===== src/rtl/adc_sample_seq.sv =====
// Audio-rate ADC sequencer: one audio conversion plus one round-robin pot conversion per sample period.
// Catches conversions that never complete, and sample ticks that arrive while a sequence is still running.
//
// state     | meaning
// ----------+---------------------------------------------------------
// IDLE      | waiting for the sample tick
// AUD_START | select audio channel, launch conversion
// AUD_WAIT  | waiting for audio cnv_complete or timeout
// POT_START | select pot channel POT_BASE+pot_idx, launch conversion
// POT_WAIT  | waiting for pot cnv_complete or timeout
module adc_sample_seq #(
   parameter int unsigned SAMPLE_DIV = 2500,
   parameter logic [2:0]  AUDIO_CH   = 3'd0,
   parameter logic [2:0]  POT_BASE   = 3'd1,
   parameter int unsigned TIMEOUT    = 4095
) (
   input  logic        clk,
   input  logic        rst_n,
   input  logic        en,
   output logic        start_cnv,
   output logic [2:0]  channel,
   input  logic [11:0] result,
   input  logic        cnv_complete,
   output logic [11:0] audio_sample,
   output logic        audio_valid,
   output logic [11:0] pot0,
   output logic [11:0] pot1,
   output logic [11:0] pot2,
   output logic        overrun,
   output logic        timeout_err
);

   localparam int TMR_W  = $clog2(SAMPLE_DIV);
   localparam int WAIT_W = $clog2(TIMEOUT + 1);
   localparam logic [TMR_W-1:0]  TMR_LAST  = TMR_W'(SAMPLE_DIV - 1);
   localparam logic [WAIT_W-1:0] WAIT_LAST = WAIT_W'(TIMEOUT - 1);

   typedef enum logic [2:0] {
      IDLE,
      AUD_START,
      AUD_WAIT,
      POT_START,
      POT_WAIT
   } state_t;

   state_t            state_q, state_d;
   logic [TMR_W-1:0]  tmr_q, tmr_d;
   logic [WAIT_W-1:0] wait_q, wait_d;
   logic [1:0]        pot_idx_q, pot_idx_d;
   logic              start_cnv_q, start_cnv_d;
   logic [2:0]        channel_q, channel_d;
   logic [11:0]       audio_sample_q, audio_sample_d;
   logic              audio_valid_q, audio_valid_d;
   logic [11:0]       pot0_q, pot0_d;
   logic [11:0]       pot1_q, pot1_d;
   logic [11:0]       pot2_q, pot2_d;
   logic              overrun_q, overrun_d;
   logic              timeout_err_q, timeout_err_d;
   logic              tick;
   logic              wait_last;

   always_comb begin
      tick  = en && (tmr_q == TMR_LAST);
      tmr_d = tmr_q;
      if (!en || tick) begin
         tmr_d = '0;
      end else begin
         tmr_d = tmr_q + TMR_W'(1);
      end
   end

   always_comb begin
      state_d        = state_q;
      wait_d         = wait_q;
      pot_idx_d      = pot_idx_q;
      start_cnv_d    = 1'b0;
      channel_d      = channel_q;
      audio_sample_d = audio_sample_q;
      audio_valid_d  = 1'b0;
      pot0_d         = pot0_q;
      pot1_d         = pot1_q;
      pot2_d         = pot2_q;
      overrun_d      = overrun_q | (tick && (state_q != IDLE));
      timeout_err_d  = timeout_err_q;
      wait_last      = (wait_q == WAIT_LAST);

      case (state_q)
         IDLE: begin
            if (tick) state_d = AUD_START;
         end
         AUD_START: begin
            channel_d   = AUDIO_CH;
            start_cnv_d = 1'b1;
            wait_d      = '0;
            state_d     = AUD_WAIT;
         end
         AUD_WAIT: begin
            wait_d = wait_q + WAIT_W'(1);
            // completion takes priority over a timeout landing on the same clock
            if (cnv_complete) begin
               audio_sample_d = {~result[11], result[10:0]};
               audio_valid_d  = 1'b1;
               state_d        = POT_START;
            end else if (wait_last) begin
               timeout_err_d = 1'b1;
               state_d       = IDLE;
            end
         end
         POT_START: begin
            channel_d   = POT_BASE + 3'(pot_idx_q);
            start_cnv_d = 1'b1;
            wait_d      = '0;
            state_d     = POT_WAIT;
         end
         POT_WAIT: begin
            wait_d = wait_q + WAIT_W'(1);
            if (cnv_complete) begin
               case (pot_idx_q)
                  2'd0:    pot0_d = result;
                  2'd1:    pot1_d = result;
                  default: pot2_d = result;
               endcase
               pot_idx_d = (pot_idx_q == 2'd2) ? 2'd0 : pot_idx_q + 2'd1;
               state_d   = IDLE;
            end else if (wait_last) begin
               timeout_err_d = 1'b1;
               state_d       = IDLE;
            end
         end
         default: state_d = IDLE;
      endcase
   end

   always_ff @(posedge clk or negedge rst_n) begin
      if (!rst_n) begin
         state_q        <= IDLE;
         tmr_q          <= '0;
         wait_q         <= '0;
         pot_idx_q      <= 2'd0;
         start_cnv_q    <= 1'b0;
         channel_q      <= AUDIO_CH;
         audio_sample_q <= 12'h000;
         audio_valid_q  <= 1'b0;
         pot0_q         <= 12'h000;
         pot1_q         <= 12'h000;
         pot2_q         <= 12'h000;
         overrun_q      <= 1'b0;
         timeout_err_q  <= 1'b0;
      end else begin
         state_q        <= state_d;
         tmr_q          <= tmr_d;
         wait_q         <= wait_d;
         pot_idx_q      <= pot_idx_d;
         start_cnv_q    <= start_cnv_d;
         channel_q      <= channel_d;
         audio_sample_q <= audio_sample_d;
         audio_valid_q  <= audio_valid_d;
         pot0_q         <= pot0_d;
         pot1_q         <= pot1_d;
         pot2_q         <= pot2_d;
         overrun_q      <= overrun_d;
         timeout_err_q  <= timeout_err_d;
      end
   end

   assign start_cnv    = start_cnv_q;
   assign channel      = channel_q;
   assign audio_sample = audio_sample_q;
   assign audio_valid  = audio_valid_q;
   assign pot0         = pot0_q;
   assign pot1         = pot1_q;
   assign pot2         = pot2_q;
   assign overrun      = overrun_q;
   assign timeout_err  = timeout_err_q;

endmodule

===== config.mk =====
export PLATFORM = sky130hd
export DESIGN_NAME = adc_sample_seq
export DESIGN_NICKNAME = d
export VERILOG_FILES = /design/src/rtl/adc_sample_seq.sv
export SDC_FILE = /design/constraint.sdc
export NUM_CORES = 1
export LEC_CHECK = 0
export ABC_AREA = 1
export ABC_CLOCK_PERIOD_IN_PS = 1650
export BUFFER_PORTS_ARGS = -buffer_cell sky130_fd_sc_hd__buf_2
export CAP_MARGIN = 20
export CORE_MARGIN = 4
export CORE_UTILIZATION = 30
export DETAILED_ROUTE_END_ITERATION = 10
export PLACE_DENSITY = 0.5
export SYNTH_ARGS = -nofsm -noshare
export SYNTH_HDL_FRONTEND = slang
export SYNTH_SLANG_ARGS = --single-unit

===== constraint.sdc =====
create_clock -name clk -period 1.65 [get_ports clk]
set_clock_uncertainty 0.2 [all_clocks]
set_input_delay 0.495 -clock clk [delete_from_list [all_inputs] [get_ports clk]]
set_output_delay 0.495 -clock clk [all_outputs]
set_load 0.02 [all_outputs]

==> out/qor.yml <==
grt:
  gr-total-overflow: 0
  grt_pass1_wl_um: 15900
  grt_pass1_vias: 3218
  grt_max_degree: 38
  antenna_found_initial: 0
  grtUsageTotal_pct: 13.6
power_and_ir_drop:
  ir_worst_vdd_uv: 359
  powerDensity_nw_per_um2: 891
  leakagePower_nw: 2.57
  design_power_total_w: 0.00430
timing:
  drv_slew: 0
  setup_viol: 0
  tns_ns: 0
  holdWs_ns: 0.213
  fmax_mhz: 625
  finalWorstSetupSlack_ns: 0.0496
  relSlewSlack_pct: 74.8
  final-hold-violation-count: 0
  fin_crit_sh_pct: 97.0
  worst_pin_slew_ns: 0.378
  finalCriticalPeriod_ns: 1.60
worst_setup_path:
  ff2ff_setup_slack_ns: 0.11
  r2r_start: "pot_idx_q[0]"
  critPathRequiredTime_ns: 0.95
  endpoint_kind: "output port"
  critical_path_class: "reg2out"
  crit_start: "channel[0]"
  critPathLaunchType: "flip-flop"
  worstPathCellList: "buf_2"
  worstPathArrival_ns: 0.91
  slowest_delay_ns: 0.40
  crit_fanout: 2
  cp_top_family: "flip-flops"
  worst-path-buf-inv: 1
  crit_slowest_cell: "dfrtp_1"
place:
  pre_cts_ws_ns: 0.0126
  gp_congestion: 0.821
  port_buffers: 70
  place_hpwl_um: 7070
synthesis:
  netlist_top_cells_area: "dfrtp_1 (54%), nand2_1 (11%), nor2_1 (4.4%), inv_1 (3.9%), o21ai_1 (3.3%)"
  syn_area_sq_um: 3910
  synth_compound_area_share_pct: 10.5
  yosys.area_share.simple_pct: 25.2
  synth_cell_type_count: 29
  synth_ff_type: "dfrtp_1"
  synthXorXnorAreaFrac_pct: 0.897
  synth_most_common_cell: "nand2_1"
  ys.warnings.count: 0
  synthAdderAreaFrac_pct: 1.92
  synthMuxAreaShare_pct: 0
  syn_avg_cell_area_sq_um: 8.84
  synth.cells.most_frequent: "nand2_1 (114), dfrtp_1 (84), nor2_1 (46)"
  synth_top_area_share_pct: 53.8
  yosys.area.top_type: "dfrtp_1"
  netlist_instances: 442
  ys_ff_latch: 84
  synth_edf_count: 0
  ys_async_sr_fraction_pct: 100
  synth_seq_area_share_pct: 53.8
  syn-num-nets: 464
  synth_top_family_by_area: "simple AND/OR/NAND/NOR gates"
finish:
  nets: 548
  utilization_pct: 38.1
  diodes: 0
  drive_above_1_share_pct: 26.8
  syn_to_final_growth_pct: 23.6
clocking:
  cts-htree-levels: 3
  cts_tree: "built"
  insertion_delay_ns: 0.33
  cts.clk_slew.worst_paths_ns: 0.06
  numCtsBuffers: 9
  root_buffer: "clkbuf_16"
  clock_path_buffers: 2
  clock-sinks: 84
floorplanning:
  start_util_pct: 30.8
  dieArea_sq_um: 14900
  coreArea_sq_um: 12700
  row_count: 41
  die_w_um: 122
  ioPinCount: 71
  die_h_um: 122
hold_path:
  hold_path_class: "in2reg"
  hp-start: "result[9]"
detailed_routing:
  postRouteAntennaNets: 0
  routed_wirelength_um: 9590
  via_count: 3129
  dr.pass1.iters: 6
  wl_per_cell_um: 13.7
  drt_iter0_markers: 109
  remaining_drc_errors: 0
  drt-vias-per-instance: 4.46
run_status:
  status: "completed"
run:
  drv_cap: 0
## layer usage
layer  vias to the layer above  part of all wire (%)  GRT usage (%)
met5                         -                     0              0
met2                        76                    47           22.2
met4                         0                   1.2           4.41
met1                      1475                    45           17.4
li1                       1569                     -              -
met3                         9                   6.5           4.18
## state kept, by name (all words and copies together) (netlist names)
register and cells:
audio_valid 1, timeout_err 1, pot1 12, pot0 12, start_cnv 1, channel 3
audio_sample 12, overrun 1, pot_idx_q 2, pot2 12, state_q 3, tmr_q 12
wait_q 12
## worst min-delay path, cell delays in order
cell,delay (ns)
buf_2,0.11
nand2_1,0.05
nand2_1,0.05
## placed cells by master, fill, tap and decap left out, types with 2 or more instances in the layout
cell,n
a21oi_1,17
nor2_4,4
buf_12,4
o21ai_0,10
o21bai_1,4
o21ai_1,27
inv_2,11
o21ai_2,12
nor3_1,5
nand3_1,20
clkbuf_1,3
ha_1,6
buf_4,9
nand2_4,2
nand4_1,7
dfrtp_1,83
xor2_1,4
nand2_1,113
inv_1,39
nand3_4,3
nor2_1,46
buf_2,69
clkbuf_16,9
nand2_2,10
## what timing repair did
item | 4_1_cts | 5_1_grt
cloned | 0 | 1
setup buffers | 0 | 3
hold buffers | 1 | 0
pin swaps | 0 | 1
endpoints found under the setup margin | 4 | 37
hold endpoints to repair | 16 | 0
gates resized for setup | 1 | 5
## cell families after synthesis
family,Yosys count
and+or+nand+nor,214
DFF,84
AOI/OAI and AO/OA,71
buffers and inverters,63
adders and majority gates,6
xor gates and xnor gates,4
## area by class of cell
cell class,count,area [sq um]
Sequential cell,84,2100
Clock buffer,13,250
Tap cell,172,215
Timing Repair Buffer,84,514
Multi-Input combinational cell,296,1520
Fill cell,1317,7840
Inverter,51,194
Clock inverter,2,35.0
## stage by stage
step,instance area [sq um],cells
6_report,4830,702
3_5_place_dp,4480,682
3_3_place_gp,4480,682
2_1_floorplan,3910,442
4_1_cts,4780,698
5_1_grt,4830,702
## where the power goes
part           switching [W]  total (W)  internal [W]
clock network       0.000769    0.00197       0.00121
registers          0.0000176    0.00210       0.00209
logic               0.000155   0.000224     0.0000686
## final timing paths
kind	end	cells after the start
hold reg to reg	timeout_err	2
setup / recovery	channel[0]	1
setup reg to reg	pot2[4]	7
max in group asynchronous	pot1[8]	3
min in group asynchronous	tmr_q[10]	2
hold / removal	pot1[9]	3
Power figures use the tool's default switching activity.
